File: config.mk
export PLATFORM = sky130hd
export DESIGN_NAME = imm_gen_stage_flat
export DESIGN_NICKNAME = d
export VERILOG_FILES = /design/src/rtl/imm_gen_stage_if.sv /design/src/rtl/imm_gen_stage.sv /design/src/flat_wrapper.sv
export SDC_FILE = /design/constraint.sdc
export NUM_CORES = 1
export LEC_CHECK = 0
export BUFFER_PORTS_ARGS = -buffer_cell sky130_fd_sc_hd__clkbuf_2
export CAP_MARGIN = 20
export CORE_UTILIZATION = 62
export CTS_CLUSTER_SIZE = 24
export DETAILED_ROUTE_END_ITERATION = 10
export PLACE_DENSITY = 0.94
export SLEW_MARGIN = 20
export SYNTH_ARGS = -nofsm -noshare
export SYNTH_HDL_FRONTEND = slang
export SYNTH_SLANG_ARGS = --single-unit
export TNS_END_PERCENT = 30
File: constraint.sdc
create_clock -name clk -period 2.6 [get_ports clk]
set_input_delay 0.26 -clock clk [delete_from_list [all_inputs] [get_ports clk]]
set_output_delay 0.26 -clock clk [all_outputs]
set_load 0.1 [all_outputs]
File: src/rtl/imm_gen_stage_if.sv
// Handshake/result bundle between fetch, imm_gen_stage and decode/execute.
// The slave view is the stage itself; the master view is the surrounding pipeline.
interface imm_gen_stage_if #(
   parameter int XLEN = 32
);
   logic            in_valid;
   logic            in_ready;
   logic [31:0]     in_instr;
   logic [XLEN-1:0] in_pc;
   logic            out_valid;
   logic            out_ready;
   logic [XLEN-1:0] out_imm;
   logic [2:0]      out_fmt;
   logic [XLEN-1:0] out_target;
   logic            out_unknown;

   modport master (
      output in_valid, in_instr, in_pc, out_ready,
      input  in_ready, out_valid, out_imm, out_fmt, out_target, out_unknown
   );

   modport slave (
      input  in_valid, in_instr, in_pc, out_ready,
      output in_ready, out_valid, out_imm, out_fmt, out_target, out_unknown
   );
endinterface

File: src/rtl/imm_gen_stage.sv
// Registered immediate generator + PC-relative target adder behind a 2-entry skid buffer.
// XLEN must be 32 or 64. Define IMM_GEN_ZICSR_EN to decode SYSTEM/CSR immediates.
module imm_gen_stage #(
   parameter int XLEN = 32
) (
   input logic            clk,
   input logic            rst_n,
   input logic            flush,
   imm_gen_stage_if.slave bus
);

   typedef enum logic [2:0] {
      FMT_NONE = 3'd0,
      FMT_I    = 3'd1,
      FMT_S    = 3'd2,
      FMT_B    = 3'd3,
      FMT_U    = 3'd4,
      FMT_J    = 3'd5,
      FMT_Z    = 3'd6
   } fmt_e;

   typedef struct packed {
      logic [XLEN-1:0] imm;
      logic [XLEN-1:0] target;
      fmt_e            fmt;
      logic            unknown;
   } result_t;

   localparam logic [6:0] OP_LOAD   = 7'b0000011;
   localparam logic [6:0] OP_IMM    = 7'b0010011;
   localparam logic [6:0] OP_IMM32  = 7'b0011011;
   localparam logic [6:0] OP_JALR   = 7'b1100111;
   localparam logic [6:0] OP_STORE  = 7'b0100011;
   localparam logic [6:0] OP_BRANCH = 7'b1100011;
   localparam logic [6:0] OP_LUI    = 7'b0110111;
   localparam logic [6:0] OP_AUIPC  = 7'b0010111;
   localparam logic [6:0] OP_JAL    = 7'b1101111;
   localparam logic [6:0] OP_SYSTEM = 7'b1110011;

   logic [31:0]     instr;
   logic [6:0]      opcode;
   logic [XLEN-1:0] imm_i, imm_s, imm_b, imm_u, imm_j;
   logic            pc_rel;
   result_t         dec;

   result_t main_q, skid_q;
   logic    main_valid, skid_valid;
   logic    accept, main_load;

   assign instr  = bus.in_instr;
   assign opcode = instr[6:0];

   // Sized casts of signed values sign-extend from instr[31] to XLEN.
   assign imm_i = XLEN'($signed(instr[31:20]));
   assign imm_s = XLEN'($signed({instr[31:25], instr[11:7]}));
   assign imm_b = XLEN'($signed({instr[31], instr[7], instr[30:25], instr[11:8], 1'b0}));
   assign imm_u = XLEN'($signed({instr[31:12], 12'b0}));
   assign imm_j = XLEN'($signed({instr[31], instr[19:12], instr[20], instr[30:21], 1'b0}));

`ifdef IMM_GEN_ZICSR_EN
   logic [2:0] funct3;
   assign funct3 = instr[14:12];
`endif

   always_comb begin
      // NOTE: every output of this block gets a default first so no path leaves it unassigned (no latch).
      dec     = '0;
      pc_rel  = 1'b0;
      case (opcode)
         OP_LOAD, OP_IMM, OP_JALR: begin
            dec.imm = imm_i;
            dec.fmt = FMT_I;
         end
         OP_IMM32: begin
            if (XLEN == 64) begin
               dec.imm = imm_i;
               dec.fmt = FMT_I;
            end else begin
               dec.unknown = 1'b1;
            end
         end
         OP_STORE: begin
            dec.imm = imm_s;
            dec.fmt = FMT_S;
         end
         OP_BRANCH: begin
            dec.imm = imm_b;
            dec.fmt = FMT_B;
            pc_rel  = 1'b1;
         end
         OP_LUI: begin
            dec.imm = imm_u;
            dec.fmt = FMT_U;
         end
         OP_AUIPC: begin
            dec.imm = imm_u;
            dec.fmt = FMT_U;
            pc_rel  = 1'b1;
         end
         OP_JAL: begin
            dec.imm = imm_j;
            dec.fmt = FMT_J;
            pc_rel  = 1'b1;
         end
         OP_SYSTEM: begin
`ifdef IMM_GEN_ZICSR_EN
            case (funct3)
               3'b101, 3'b110, 3'b111: begin
                  dec.imm = XLEN'(instr[19:15]);
                  dec.fmt = FMT_Z;
               end
               3'b001, 3'b010, 3'b011: begin
                  dec.imm = XLEN'(instr[31:20]);
                  dec.fmt = FMT_I;
               end
               3'b100:  dec.unknown = 1'b1;
               default: dec.unknown = 1'b0;
            endcase
`else
            dec.unknown = 1'b1;
`endif
         end
         default: dec.unknown = 1'b1;
      endcase
      // JALR stays at zero: rs1 is not visible in this stage.
      dec.target = pc_rel ? (bus.in_pc + dec.imm) : '0;
   end

   // SKID empty is the only admission condition, so in_ready is a pure flop output.
   assign accept    = bus.in_valid && !skid_valid;
   assign main_load = !main_valid || bus.out_ready;

   always_ff @(posedge clk or negedge rst_n) begin
      if (!rst_n) begin
         // NOTE: the payload registers are reset too; they drive the outputs directly and must read 0 after reset.
         main_valid <= 1'b0;
         skid_valid <= 1'b0;
         main_q     <= '0;
         skid_q     <= '0;
      end else if (flush) begin
         main_valid <= 1'b0;
         skid_valid <= 1'b0;
      end else if (main_load) begin
         // NOTE: non-blocking updates let MAIN take the old SKID value while SKID clears on the same edge.
         if (skid_valid) begin
            main_q     <= skid_q;
            main_valid <= 1'b1;
            skid_valid <= 1'b0;
         end else begin
            main_valid <= accept;
            if (accept) main_q <= dec;
         end
      end else if (accept) begin
         skid_q     <= dec;
         skid_valid <= 1'b1;
      end
   end

   assign bus.in_ready    = !skid_valid;
   assign bus.out_valid   = main_valid;
   assign bus.out_imm     = main_q.imm;
   assign bus.out_fmt     = main_q.fmt;
   assign bus.out_target  = main_q.target;
   assign bus.out_unknown = main_q.unknown;

endmodule

File: src/flat_wrapper.sv
// flat-port wrapper written by rule: the top's interface ports become plain ports
module imm_gen_stage_flat 
#(
   parameter int XLEN = 32
)
  (clk, rst_n, flush, bus_in_valid, bus_in_instr, bus_in_pc, bus_out_ready, bus_in_ready, bus_out_valid, bus_out_imm, bus_out_fmt, bus_out_target, bus_out_unknown);
  imm_gen_stage_if #(.XLEN(XLEN)) bus_i ();
  input logic clk;
  input logic rst_n;
  input logic flush;
  input wire logic [$bits(bus_i.in_valid)-1:0] bus_in_valid;
  input wire logic [$bits(bus_i.in_instr)-1:0] bus_in_instr;
  input wire logic [$bits(bus_i.in_pc)-1:0] bus_in_pc;
  input wire logic [$bits(bus_i.out_ready)-1:0] bus_out_ready;
  output wire logic [$bits(bus_i.in_ready)-1:0] bus_in_ready;
  output wire logic [$bits(bus_i.out_valid)-1:0] bus_out_valid;
  output wire logic [$bits(bus_i.out_imm)-1:0] bus_out_imm;
  output wire logic [$bits(bus_i.out_fmt)-1:0] bus_out_fmt;
  output wire logic [$bits(bus_i.out_target)-1:0] bus_out_target;
  output wire logic [$bits(bus_i.out_unknown)-1:0] bus_out_unknown;
  assign bus_i.in_valid = bus_in_valid;
  assign bus_i.in_instr = bus_in_instr;
  assign bus_i.in_pc = bus_in_pc;
  assign bus_i.out_ready = bus_out_ready;
  assign bus_in_ready = bus_i.in_ready;
  assign bus_out_valid = bus_i.out_valid;
  assign bus_out_imm = bus_i.out_imm;
  assign bus_out_fmt = bus_i.out_fmt;
  assign bus_out_target = bus_i.out_target;
  assign bus_out_unknown = bus_i.out_unknown;
  imm_gen_stage #(.XLEN(XLEN)) u_core (.clk(clk), .rst_n(rst_n), .flush(flush), .bus(bus_i));
endmodule
==> results.txt, run 1 <==
sequential fraction of the synthesis area - 41.01%
Post-DP HPWL - 21190 microns
Halt Stage - 5_1_grt
status - did not finish
Compound-Gate Fraction of Synth Area - 23.39%
Simple-Gate Fraction of Synth Area - 17.46%
IO Count - 139
proportion of synthesized area in mux cells - 6.924%
Num CTS Buffers - 17
Port-buffer cells - 138
Placement Cell Area - 10630 sq um
clk root buf - clkbuf_16
clock sink count - 138
cell taking the most area after synthesis - dfrtp_1
Synth async-reset ratio - 100.0%
GRT Util Overall - 70.96%
first-pass GRT wire length - 73220 microns
Syn Inst Count - 947
post-synth top area share - 41.01%
first error - [ERROR GRT-0116] Global routing finished with congestion. Check the congestion regions in the DRC Viewer.
H-Tree Depth - 4
largest cells by area after synthesis - dfrtp_1, o21ai_0, nand2_1, a21oi_1, ha_1
standard-cell rows - 42
Initial Util - 63.59%
Syn. warnings - 0
vias in the first global route - 12026
die width - 118.5 microns
flops & latches, synth - 138
Synth Cell Area - 8421 sq um
placer congestion estimate - 0.9915
largest net degree at the start of global routing - 113
Die Y-Extent - 118.5 microns
Synth Area per Inst - 8.892 sq um
Post-synth top flop - dfrtp_1
distinct cell type count after synthesis - 76
most instantiated library cell after synthesis - nand2_1
GRT Residual Overflow - 11
Synth Net Count - 1048
EDFF count, synth - 0
synth cell count leaders - nand2_1, dfrtp_1, o21ai_0
Post-Synth Adder-Cell Area - 4.844%
clock buffer depth - 2
XOR/XNOR share of the synthesized area - 1.560%
main combinational cell family by area after synthesis - compound AO/OA/AOI/OAI gates
cells by family after synthesis:
| kind of cell | Yosys count |
|---|---|
| muxes | 55 |
| buffers and inverters | 83 |
| adders and majority gates | 32 |
| xor gates and xnor gates | 15 |
| DFF | 138 |
| and+or+nand+nor | 314 |
| AOI/OAI and AO/OA | 310 |
layer usage:
metal | track usage (%) | overflow
met1 | 75.09 | 0
met2 | 88.49 | 7
met3 | 50.43 | 0
met4 | 69.15 | 4
met5 | 12.13 | 0
what timing repair did:
| action | in CTS |
|---|---|
| hold endpoints to repair | 59 |
| pin swaps | 39 |
| setup endpoints to repair | 52 |
| hold buffers | 1 |
| buffers inserted | 24 |
| resized for setup | 104 |
per-stage QoR:
| step | hold WS [ns] | setup slack (ns) | utilization (%) | instances |
|---|---|---|---|---|
| global placement | 0.2710 | -0.8375 | 80.27 | 1377 |
| floorplan | -0.03559 | -0.6107 | - | 947 |
| detailed placement | 0.2842 | -1.025 | 80.27 | 1377 |
| CTS | 0.04427 | -0.4417 | 89.61 | 1432 |
==> inputs of run 2 (changes only) <==
CORE_UTILIZATION = 40   (was 62)
CTS_CLUSTER_SIZE = default   (was 24)
PLACE_DENSITY = default   (was 0.94)
PLACE_DENSITY_LB_ADDON = 0.15   (was default)
==> results.txt, run 2 <==
r2r worst-path depth - 5
Crit path buffers/inverters - 4
flops & latches, synth - 138
crit path time final - 3.054 ns
XOR/XNOR share of the synthesized area - 1.560%
Critical Path Source Type - primary input
Layout Skew - 0.01661 ns
Crit path depth - 17
share of layout cells above drive strength 1 - 46.59%
CTS tree - yes
crit end category - flip-flop
FMAX - 327.5 MHz
Syn. warnings - 0
routed wire length - 28020 microns
Die Y-Extent - 147.1 microns
proportion of synthesized area in mux cells - 6.924%
clk slew on worst S/H paths - 0.06 ns
Slowest cell on crit path - or4_4
Initial Util - 41.22%
status - finished with violations
placer congestion estimate - 0.9351
final hold violations - 0
failing checks - negative setup slack
post-route ant nets - 0
Simple-Gate Fraction of Synth Area - 17.46%
most instantiated library cell after synthesis - nand2_1
final setup fails - 50
Iter 0 DRT Violations - 525
Final WS setup - -0.4536 ns
commonest non-fill, non-tap cell in the layout - buf_4
hold worst-path end - u_core.bus.out_valid$_DFFE_PN0N_
crit path from - bus_in_instr[2]
synth cell count leaders - nand2_1, dfrtp_1, o21ai_0
Post-Synth Adder-Cell Area - 4.844%
DRC viols - 0
Synth Net Count - 1048
clock sink count - 138
Final Max Slew Viols - 0
Slew HR - 58.40%
via-per-instance ratio - 5.337
CP max stage delay - 0.54 ns
Tot Pwr - 0.006107 W
Synth Cell Area - 8421 sq um
vias in the first global route - 8114
Port-buffer cells - 138
cell taking the most area after synthesis - dfrtp_1
area grow syn2layout - 52.04%
Num CTS Buffers - 17
data required time of the worst path - 2.91 ns
CP arrival - 3.36 ns
r2r startpoint - u_core.bus.out_valid$_DFFE_PN0N_
latest clock arrival within the worst-skew pair - 0.43 ns
core area - 20430 sq um
clk root buf - clkbuf_16
max_cap viols - 0
Compound-Gate Fraction of Synth Area - 23.39%
EDFF count, synth - 0
Pre-Repair DR Iteration Count - 5
maximum vdd drop - 0.4372 mV
main combinational cell family by area after synthesis - compound AO/OA/AOI/OAI gates
Final Non-Filler Cells - 1561
hold crit path type - in2reg
P_leak - 6.215 nW
critical path peak fanout - 7
largest cells by area after synthesis - dfrtp_1, o21ai_0, nand2_1, a21oi_1, ha_1
die area - 21640 sq um
dpl cells - 1493
Synth Area per Inst - 8.892 sq um
PD cells - 477.0 nW/um^2
R2R Path End - u_core.skid_q[18]$_DFFE_PN0P_
crit share post-route - 117.4%
crit path cell chain - clkbuf_16 -> or4_4 -> a21oi_4 -> or2_4 -> and2_4 -> buf_6 -> a21o_4 -> ha_4 -> buf_12 -> nand3_2 -> o211ai_1 -> o2111ai_1 -> nand4_1 -> o21ai_1 -> a222oi_1 -> buf_4 -> a221o_1
flop2flop setup slack - 0.62 ns
CP delay by family, top - compound AO/OA/AOI/OAI gates
IO Count - 139
RSZ-0062 raised after global routing - yes
via count - 8331
die width - 147.1 microns
Largest Register - u_core.skid_q
standard-cell rows - 52
Layout Nets - 1378
largest net degree at the start of global routing - 71
most frequent cells in the layout - buf_4, dfrtp_1, nand2_1, clkbuf_2, o21ai_0
initial antenna violation count - 0
worst slew pin tran - 0.6240 ns
Syn Inst Count - 947
H-Tree Depth - 4
first-pass GRT wire length - 43880 microns
sequential fraction of the synthesis area - 41.01%
post-synth top area share - 41.01%
GRT Util Overall - 26.43%
Hold Crit Start - flush
max reg flops - 68
setup TNS - -12.26 ns
clock buffer depth - 2
critical path type - in2reg
hold depth - 2
Post-synth top flop - dfrtp_1
Synth async-reset ratio - 100.0%
routed len/inst - 17.95 microns
distinct cell type count after synthesis - 76
Post-DP HPWL - 20680 microns
GRT Residual Overflow - 0
[run 2: cell type report]
| class | count | area, sq um |
|---|---|---|
| clock inverters | 12 | 163.9 |
| repair buffers | 373 | 2639 |
| clock buffers | 20 | 446.7 |
| fillers | 1746 | 7627 |
| flip-flops and latches | 138 | 3455 |
| diodes | 1 | 2.502 |
| well taps | 270 | 337.8 |
| inverters | 21 | 78.83 |
| multi-input cells | 726 | 5679 |
[run 2: stage by stage]
step                worst slack (ns)  util (%)  cell area (sq um)  hold WS [ns]
finish                       -0.4536     62.67              12800       0.02602
global route                 -0.5342     62.65              12800       0.02832
CTS                          -0.4403     59.19              12090      0.007871
detailed placement            -1.198     53.42              10910        0.2913
global placement              -1.203     53.42              10910        0.2930
floorplan                    -0.6107         -               8667      -0.03559
[run 2: worst max path at each step]
stage / slack, ns / to
floorplan: -0.61 / u_core.bus.out_target[30]$_DFFE_PN0P_
global placement: -1.20 / u_core.bus.out_target[28]$_DFFE_PN0P_
detailed placement: -1.20 / u_core.bus.out_target[28]$_DFFE_PN0P_
CTS: -0.44 / u_core.bus.out_target[20]$_DFFE_PN0P_
global route: -0.53 / u_core.bus.out_target[30]$_DFFE_PN0P_
finish: -0.45 / u_core.bus.out_target[30]$_DFFE_PN0P_
[run 2: power breakdown]
| part | leakage (nW) | switching, W | internal, W |
|---|---|---|---|
| Sequential | 1.90 | 0.0000396 | 0.00222 |
| Combinational | 4.02 | 0.000847 | 0.000450 |
| Clock | 0.296 | 0.000999 | 0.00155 |
| Total | 6.21 | 0.00189 | 0.00422 |
[run 2: cell families (layout without fill, tap and decap cells)]
kind of cell | after synthesis | after routing
and+or+nand+nor | 314 | 314
DFF | 138 | 138
muxes | 55 | 55
adders and majority gates | 32 | 32
AOI/OAI and AO/OA | 310 | 310
other | 0 | 1
buffers and inverters | 83 | 426
xor gates and xnor gates | 15 | 15
[run 2: repair_timing]
item	in CTS	in global routing
setup endpoints to repair	51	54
hold buffers	1	0
gates resized for setup	89	127
cloned	0	0
pin swaps	47	53
buffers inserted	20	19
endpoints found under the hold margin	61	0
[run 2: layer usage]
metal / track usage, % / routed length (microns) / vias to the layer above
met4: 7.784 / 629 / 0
met3: 3.540 / 1250 / 42
met1: 36.18 / 12870 / 3998
li1: - / - / 4085
met5: 0 / 0 / -
met2: 43.51 / 13270 / 206
(Power assumes the default switching activity.)
